--- src/rtl/event_arb_ctrl.sv ---
// event_arb_ctrl: round-robin burst arbiter. N request ports share one output stream.
// A grant is held until the port sends its last beat, reaches MAX_BURST beats, or
// drops its request. After a release there is always at least one IDLE cycle.
module event_arb_ctrl #(
    parameter  int NUM_PORTS = 4,
    parameter  int DATA_W    = 16,
    parameter  int MAX_BURST = 8,
    localparam int PW        = (NUM_PORTS > 1) ? $clog2(NUM_PORTS) : 1
) (
    input  logic                        clk_i,
    input  logic                        reset_n_i,
    input  logic [NUM_PORTS-1:0]        req_i,
    input  logic [NUM_PORTS*DATA_W-1:0] data_i,
    input  logic [NUM_PORTS-1:0]        last_i,
    output logic [NUM_PORTS-1:0]        rdy_o,
    output logic                        out_valid_o,
    output logic [DATA_W-1:0]           out_data_o,
    output logic                        out_last_o,
    output logic [PW-1:0]               out_port_o,
    input  logic                        out_ready_i,
    output logic [NUM_PORTS-1:0]        gnt_o,
    output logic                        busy_o
);

    typedef enum logic {IDLE = 1'b0, GRANT = 1'b1} state_t;

    state_t               r_state, w_state_nxt;
    logic [NUM_PORTS-1:0] r_gnt,   w_gnt_nxt;
    logic [PW-1:0]        r_port,  w_port_nxt;
    logic [PW-1:0]        r_ptr,   w_ptr_nxt;
    logic [7:0]           r_cnt,   w_cnt_nxt;

    logic                 w_found;
    logic [PW-1:0]        w_win;
    logic                 w_req_g, w_last_g, w_busy, w_xfer;
    logic [DATA_W-1:0]    w_data_g;
    logic [7:0]           w_cnt_inc;

    // Signals of the currently granted port (r_port is 0 in IDLE, gated below)
    assign w_req_g   = req_i[r_port];
    assign w_last_g  = last_i[r_port];
    assign w_data_g  = data_i[r_port*DATA_W +: DATA_W];
    assign w_busy    = (r_state == GRANT);
    assign w_xfer    = w_busy & w_req_g & out_ready_i;
    assign w_cnt_inc = r_cnt + 8'd1;

    assign busy_o      = w_busy;
    assign gnt_o       = r_gnt;
    assign out_port_o  = r_port;
    assign out_valid_o = w_busy & w_req_g;
    assign out_last_o  = w_busy & w_last_g;
    assign out_data_o  = w_busy ? w_data_g : '0;
    assign rdy_o       = w_xfer ? r_gnt : '0;

    // Round-robin search: first requester at or above r_ptr, wrapping to 0
    always_comb begin
        w_found = 1'b0;
        w_win   = '0;
        for (int k = 0; k < NUM_PORTS; k++) begin
            if (!w_found && req_i[(int'(r_ptr) + k) % NUM_PORTS]) begin
                w_found = 1'b1;
                w_win   = PW'((int'(r_ptr) + k) % NUM_PORTS);
            end
        end
    end

    // Next-state logic: arbitrate in IDLE, count beats and decide release in GRANT
    always_comb begin
        w_state_nxt = r_state;
        w_gnt_nxt   = r_gnt;
        w_port_nxt  = r_port;
        w_ptr_nxt   = r_ptr;
        w_cnt_nxt   = r_cnt;
        case (r_state)
            IDLE: begin
                if (w_found) begin
                    w_state_nxt       = GRANT;
                    w_gnt_nxt         = '0;
                    w_gnt_nxt[w_win]  = 1'b1;
                    w_port_nxt        = w_win;
                    w_cnt_nxt         = 8'd0;
                end
            end
            GRANT: begin
                if (w_xfer)
                    w_cnt_nxt = w_cnt_inc;
                // Withdrawal, last beat, or burst limit all release identically
                if (!w_req_g || (w_xfer && (w_last_g || (w_cnt_inc == 8'(MAX_BURST))))) begin
                    w_state_nxt = IDLE;
                    w_gnt_nxt   = '0;
                    w_port_nxt  = '0;
                    w_cnt_nxt   = 8'd0;
                    w_ptr_nxt   = (int'(r_port) == NUM_PORTS - 1) ? '0 : r_port + PW'(1);
                end
            end
            default: w_state_nxt = IDLE;
        endcase
    end

    // State register with asynchronous clear
    always_ff @(posedge clk_i or negedge reset_n_i) begin
        if (!reset_n_i) begin
            r_state <= IDLE;
            r_gnt   <= '0;
            r_port  <= '0;
            r_ptr   <= '0;
            r_cnt   <= 8'd0;
        end else begin
            r_state <= w_state_nxt;
            r_gnt   <= w_gnt_nxt;
            r_port  <= w_port_nxt;
            r_ptr   <= w_ptr_nxt;
            r_cnt   <= w_cnt_nxt;
        end
    end

endmodule

--- config.mk ---
export PLATFORM = sky130hd
export DESIGN_NAME = event_arb_ctrl
export DESIGN_NICKNAME = d
export VERILOG_FILES = /design/src/rtl/event_arb_ctrl.sv
export SDC_FILE = /design/constraint.sdc
export NUM_CORES = 1
export LEC_CHECK = 0
export CAP_MARGIN = 20
export CORE_MARGIN = 2
export CORE_UTILIZATION = 37
export DETAILED_ROUTE_END_ITERATION = 7
export PLACE_DENSITY = 0.79
export REMOVE_ABC_BUFFERS = 1
export SLEW_MARGIN = 30
export SYNTH_ARGS = -nofsm -noshare
export SYNTH_HDL_FRONTEND = slang
export SYNTH_SLANG_ARGS = --single-unit
--- constraint.sdc ---
create_clock -name clk_i -period 2.5 [get_ports clk_i]
set_input_delay 0.5 -clock clk_i [delete_from_list [all_inputs] [get_ports clk_i]]
set_output_delay 0.5 -clock clk_i [all_outputs]
set_load 0.01 [all_outputs]
Yosys cells after proc, flatten, opt, wreduce, memory -nomap -nowiden --
Index checks and enable logic that the tools add are counted.
Word-level totals: output and inout port bits 29, input bits 75, logic and storage cells 88, bits in registers 17
Cells by class: reduce and logical (&&, ||, !) cells 17, bitwise logic cells 7, $add $sub $neg 5, $lt $le $gt $ge 7, shift-type cells 1, mux-type cells 41, equal/unequal tests 5
Operator list (number):
- variable part select 64 x 7 -> 16 bit | 1
- two-way mux 8 bit | 3
- two-way mux 1 bit | 16
- two-way mux 16 bit | 1
- one-hot mux 8 bit (2 select lines) | 1
- two-way mux 2 bit | 7
- binary-select mux 1 bit (select 2 bit) | 6
- < comparator 3 x 4 -> 1 bit (second input constant) | 3
- two-way mux 4 bit | 3
- < comparator 2 x 3 -> 1 bit (second input constant) | 3
- adder 8 x 1 -> 8 bit (second input constant) | 1
- equality test 8 x 4 -> 1 bit (second input constant) | 1
- one-hot mux 4 bit (2 select lines) | 1
- AND reduction 2 bit | 3
- OR reduction 2 bit | 3
- logical AND 1 bit | 5
- adder 2 x 1 -> 2 bit (second input constant) | 2
- adder 2 bit (second input constant) | 2
- zero test 1 bit | 4
- one-hot mux 2 bit (2 select lines) | 1
- AND 1 bit | 3
- AND 1 bit (first input constant) | 3
- inequality test 3 x 1 -> 1 bit (second input constant) | 1
- demux 1 bit (select 2 bit) | 1
- other kinds (7) | 8

Depth between registers and ports, before layout --
depth after elaboration 20, mapped depth 6, mapped depth without buffers 5

Least setup slack after synthesis --
No wires, ideal clock.
path type reg2out, start point register r_port[0], in the netlist out_port_o[0], end point output out_data_o[10], setup slack 337 ps, buffers on the path 2, cell stages (with the launch flop) 5, required time 2000 ps, data arrival time 1663 ps, path through dfrtp_1 -> buf_4 -> buf_2 -> mux4_2 -> and2_1
Between the ends: longest elaborated chain between the ends 2
RTL lines:
- start: declaration | line 29 | logic [PW-1:0] r_port, w_port_nxt;
- start signal: assignment | line 111 | r_port <= w_port_nxt;
- variable part select 64 x 7 -> 16 bit | line 42 | assign w_data_g = data_i[r_port*DATA_W +: DATA_W];
- two-way mux 16 bit | line 52 | assign out_data_o = w_busy ? w_data_g : '0;
- end: declaration | line 17 | output logic [DATA_W-1:0] out_data_o,
Every way passes these cells.

Final worst setup path --
start point input last_i[2], end point output out_last_o
Between the ends: longest elaborated chain between the ends 3
RTL lines:
- start: declaration | line 14 | input logic [NUM_PORTS-1:0] last_i,
- binary-select mux 1 bit (select 2 bit) | line 41 | assign w_last_g = last_i[r_port];
- two-way mux 1 bit (not written as such) | line 41
- AND 1 bit | line 51 | assign out_last_o = w_busy & w_last_g;
- end: declaration | line 18 | output logic out_last_o,
Every way passes these cells. The select of a mux whose other input is x is not followed.

==> qor.csv <==
stage,metric,value,unit
status,outcome,"finished, final reports clean",
logic_synthesis,seq_area_frac_synth,0.268,
die,core_region_area,0.00406,sq mm
logic_synthesis,synthAdderAreaFrac,0.0236,
logic_synthesis,yosys_warnings,0,
logic_synthesis,synth_largest_area_cell,dfrtp_1,
power_and_ir_drop,p_leak,1.31,nW
clock_tree,cts_made_buffers,3,
logic_synthesis,synth_area,0.00159,sq mm
logic_synthesis,muxShareOfSynthArea,0.288,
placement,io_buffer_count,103,
clock_tree,htree_levels,1,
die,die_x,69.6,um
timing,min_period,2370,ps
timing,worstMarginPinSlew,599,ps
route,drc,0,
logic_synthesis,synthDistinctLibCells,42,
logic_synthesis,synth.ff_latch_count,17,
global_route,grt_max_degree,21,
logic_synthesis,synth-compound-area-share,0.157,
layout,instances_no_fill,320,
timing,max_freq,421,MHz
clock_tree,cts_tree,yes,
worst_setup_path,worstPathRequired,2000,ps
power_and_ir_drop,ir_worst_vdd,0.587,mV
die,initial_utilization,0.392,
clock_tree,root_buffer,clkbuf_8,
route,drtIter0Drc,103,
route,dr.pass1.iters,4,
placement,placed_cells,308,
logic_synthesis,ys.flop_type,dfrtp_1,
worst_setup_path,max_stage_delay,500,ps
placement,gp_congestion,0.810,
layout,drive_above_1_share,0.244,
logic_synthesis,synth_enable_flop_cells,0,
timing,rsz0062_at_grt,false,
layout,diodes,0,
clock_tree,clock-sinks,17,
global_route,globalRouteOverflowTotal,0,
logic_synthesis,synthSimpleGateAreaFrac,0.199,
logic_synthesis,yosys-top-cells-area,"dfrtp_1, mux4_2, and2_1, ha_1, a31o_2",
worst_setup_path,cp-start-kind,primary input,
global_route,grt_pass1_wl,8470,um
timing,slew_viol_final,0,
clock_tree,clockBufferDepth,2,
placement,post-place-ws,-379,ps
global_route,grt_pass1_vias,1745,
die,row_count,23,
layout,synthToLayoutAreaGrowth,83.6,%
worst_setup_path,critPathCaptureType,primary output,
die,ios,104,
timing,period_share,0.949,
worst_setup_path,crit_path_top_delay_cell,mux4_2,
layout,nets,349,
route,wl,5070,um
logic_synthesis,synth_top_family_by_area,multiplexers,
clock_tree,clkLatencyLatePin,260,ps
timing,skew,9.62,ps
route,via_per_inst,5.19,
route,vias,1661,
worst_setup_path,worst-setup-path-type,primary input to primary output,
job,maxCapViolCount,0,
timing,finalHoldViolations,0,
die,die_y,69.6,um
worst_setup_path,crit_chain,clkdlybuf4s50_1 > mux4_2 > and2_1 > dlygate4sd2_1,
timing,finalSetupViolCount,0,
clock_tree,clk_pin_slew,60,ps
global_route,gr-usage-all-layers,0.216,
logic_synthesis,async_flop_share,1.00,
global_route,antenna_found_initial,0,
route,routedWlPerCell,15.8,um
power_and_ir_drop,powerDensity,771,mW/mm^2
worst_setup_path,cp.arrival,1870,ps
worst_hold_path,min_path_type,flip-flop to flip-flop,
route,drtAntennaViolNets,0,
worst_setup_path,cp_max_fo,3,
logic_synthesis,synth_area_per_cell,10.8,sq um
logic_synthesis,netlist_instances,147,
logic_synthesis,synth_xor_area_frac,0.0275,
die,dieArea,0.00484,sq mm
timing,slew_headroom,0.598,
timing,worst_slack,126,ps
logic_synthesis,synth_top_area_frac,0.268,
placement,dp_hpwl,4050,um
what timing repair did:
item | CTS | global route
hold buffers | 0 | 0
buffers inserted | 1 | 7
pin swaps | 1 | 0
endpoints found under the setup margin | 22 | 11
resized for setup | 29 | 8
metal layers:
layer,part of all wire,GRT usage
met2,0.53,0.378
met1,0.41,0.275
met5,0,0
met4,0.013,0.0349
met3,0.047,0.0538
cells by family after synthesis:
group	Yosys count
AND/OR/NAND/NOR	56
AO/OA/AOI/OAI	30
multiplexers	22
XOR/XNOR	5
buffers and inverters	14
adder cells (fa/ha/maj)	3
flip-flops	17
layout make-up:
class	instances	area [sq um]
Multi-Input combinational cell	116	1110
Tap cell	50	62.6
Clock inverter	1	5.00
Timing Repair Buffer	128	1250
Inverter	5	18.8
Clock buffer	3	41.3
Fill cell	319	1140
Sequential cell	17	427
through the flow:
step / setup TNS (ps) / cell area (sq um) / utilization / hold WS [ps] / power [mW]
after floorplan: -406 / 1550 / - / 204 / 1.22
after global placement: -1970 / 2800 / 0.689 / 509 / 2.03
after detailed placement: -2260 / 2800 / 0.689 / 505 / 2.06
after CTS: 0 / 2850 / 0.702 / 532 / 2.22
after global routing: 0 / 2920 / 0.720 / 560 / 2.41
final: 0 / 2920 / 0.720 / 529 / 2.25
path summary, 6_finish.rpt:
path                           start             to  slack (ps)  cells past startpoint
max in group asynchronous  reset_n_i  out_port_o[0]        1710                      2
min in group asynchronous  reset_n_i       r_cnt[6]         570                      2
setup / recovery           last_i[2]     out_last_o         130                      4
hold reg to reg             gnt_o[2]       gnt_o[2]         530                      1
hold / removal              gnt_o[2]       gnt_o[2]         530                      1
setup reg to reg            r_cnt[4]       gnt_o[3]         260                      6
flip-flops by register name (all words and copies together), names as in the netlist:
name	flops
busy_o	1
r_cnt	8
r_ptr	2
out_port_o	2
gnt_o	4
synthesized netlist by cell type (2+ instances only):
library cell	n
mux4_2	18
and2_1	24
inv_1	5
nor2_1	9
clkbuf_1	4
nand2b_1	2
o21ai_0	6
a32o_1	2
a21oi_1	4
dfrtp_1	17
ha_1	3
buf_1	2
a31o_2	4
buf_2	2
xor2_1	4
a22o_1	3
nor4_1	2
nor3_1	3
mux2_2	2
nand2_1	7
mux2_4	2
and3_1	2
worst max-delay path, delay by kind of cell:
| family | cells | cell delay (ps) |
|---|---|---|
| buf+inv | 2 | 700 |
| mux | 1 | 500 |
| simple gates | 1 | 180 |
cell usage in the layout, fill, tap and decap left out, types with 2 or more instances in the layout:
cell / count
a21oi_1: 4
mux4_2: 18
nor2_1: 9
a31o_2: 4
inv_1: 5
xor2_1: 4
a22o_1: 3
nor4_1: 2
dfrtp_1: 16
o21ai_0: 6
ha_1: 3
mux2_4: 2
nand2_1: 7
buf_4: 22
clkdlybuf4s15_2: 4
a32o_1: 2
mux2_2: 2
dlymetal6s2s_1: 8
clkdlybuf4s50_1: 77
and2_1: 24
dlygate4sd2_1: 14
nand2b_1: 2
nor3_1: 3
buf_12: 2
clkbuf_8: 3
power by group:
part	leakage [nW]	internal [mW]	switching [mW]
clock	0.0255	0.111	0.103
sequential	0.224	0.347	0.0850
combinational	1.06	0.988	0.617
total	1.31	1.45	0.805
No activity file was read; power rests on OpenSTA's default activity.
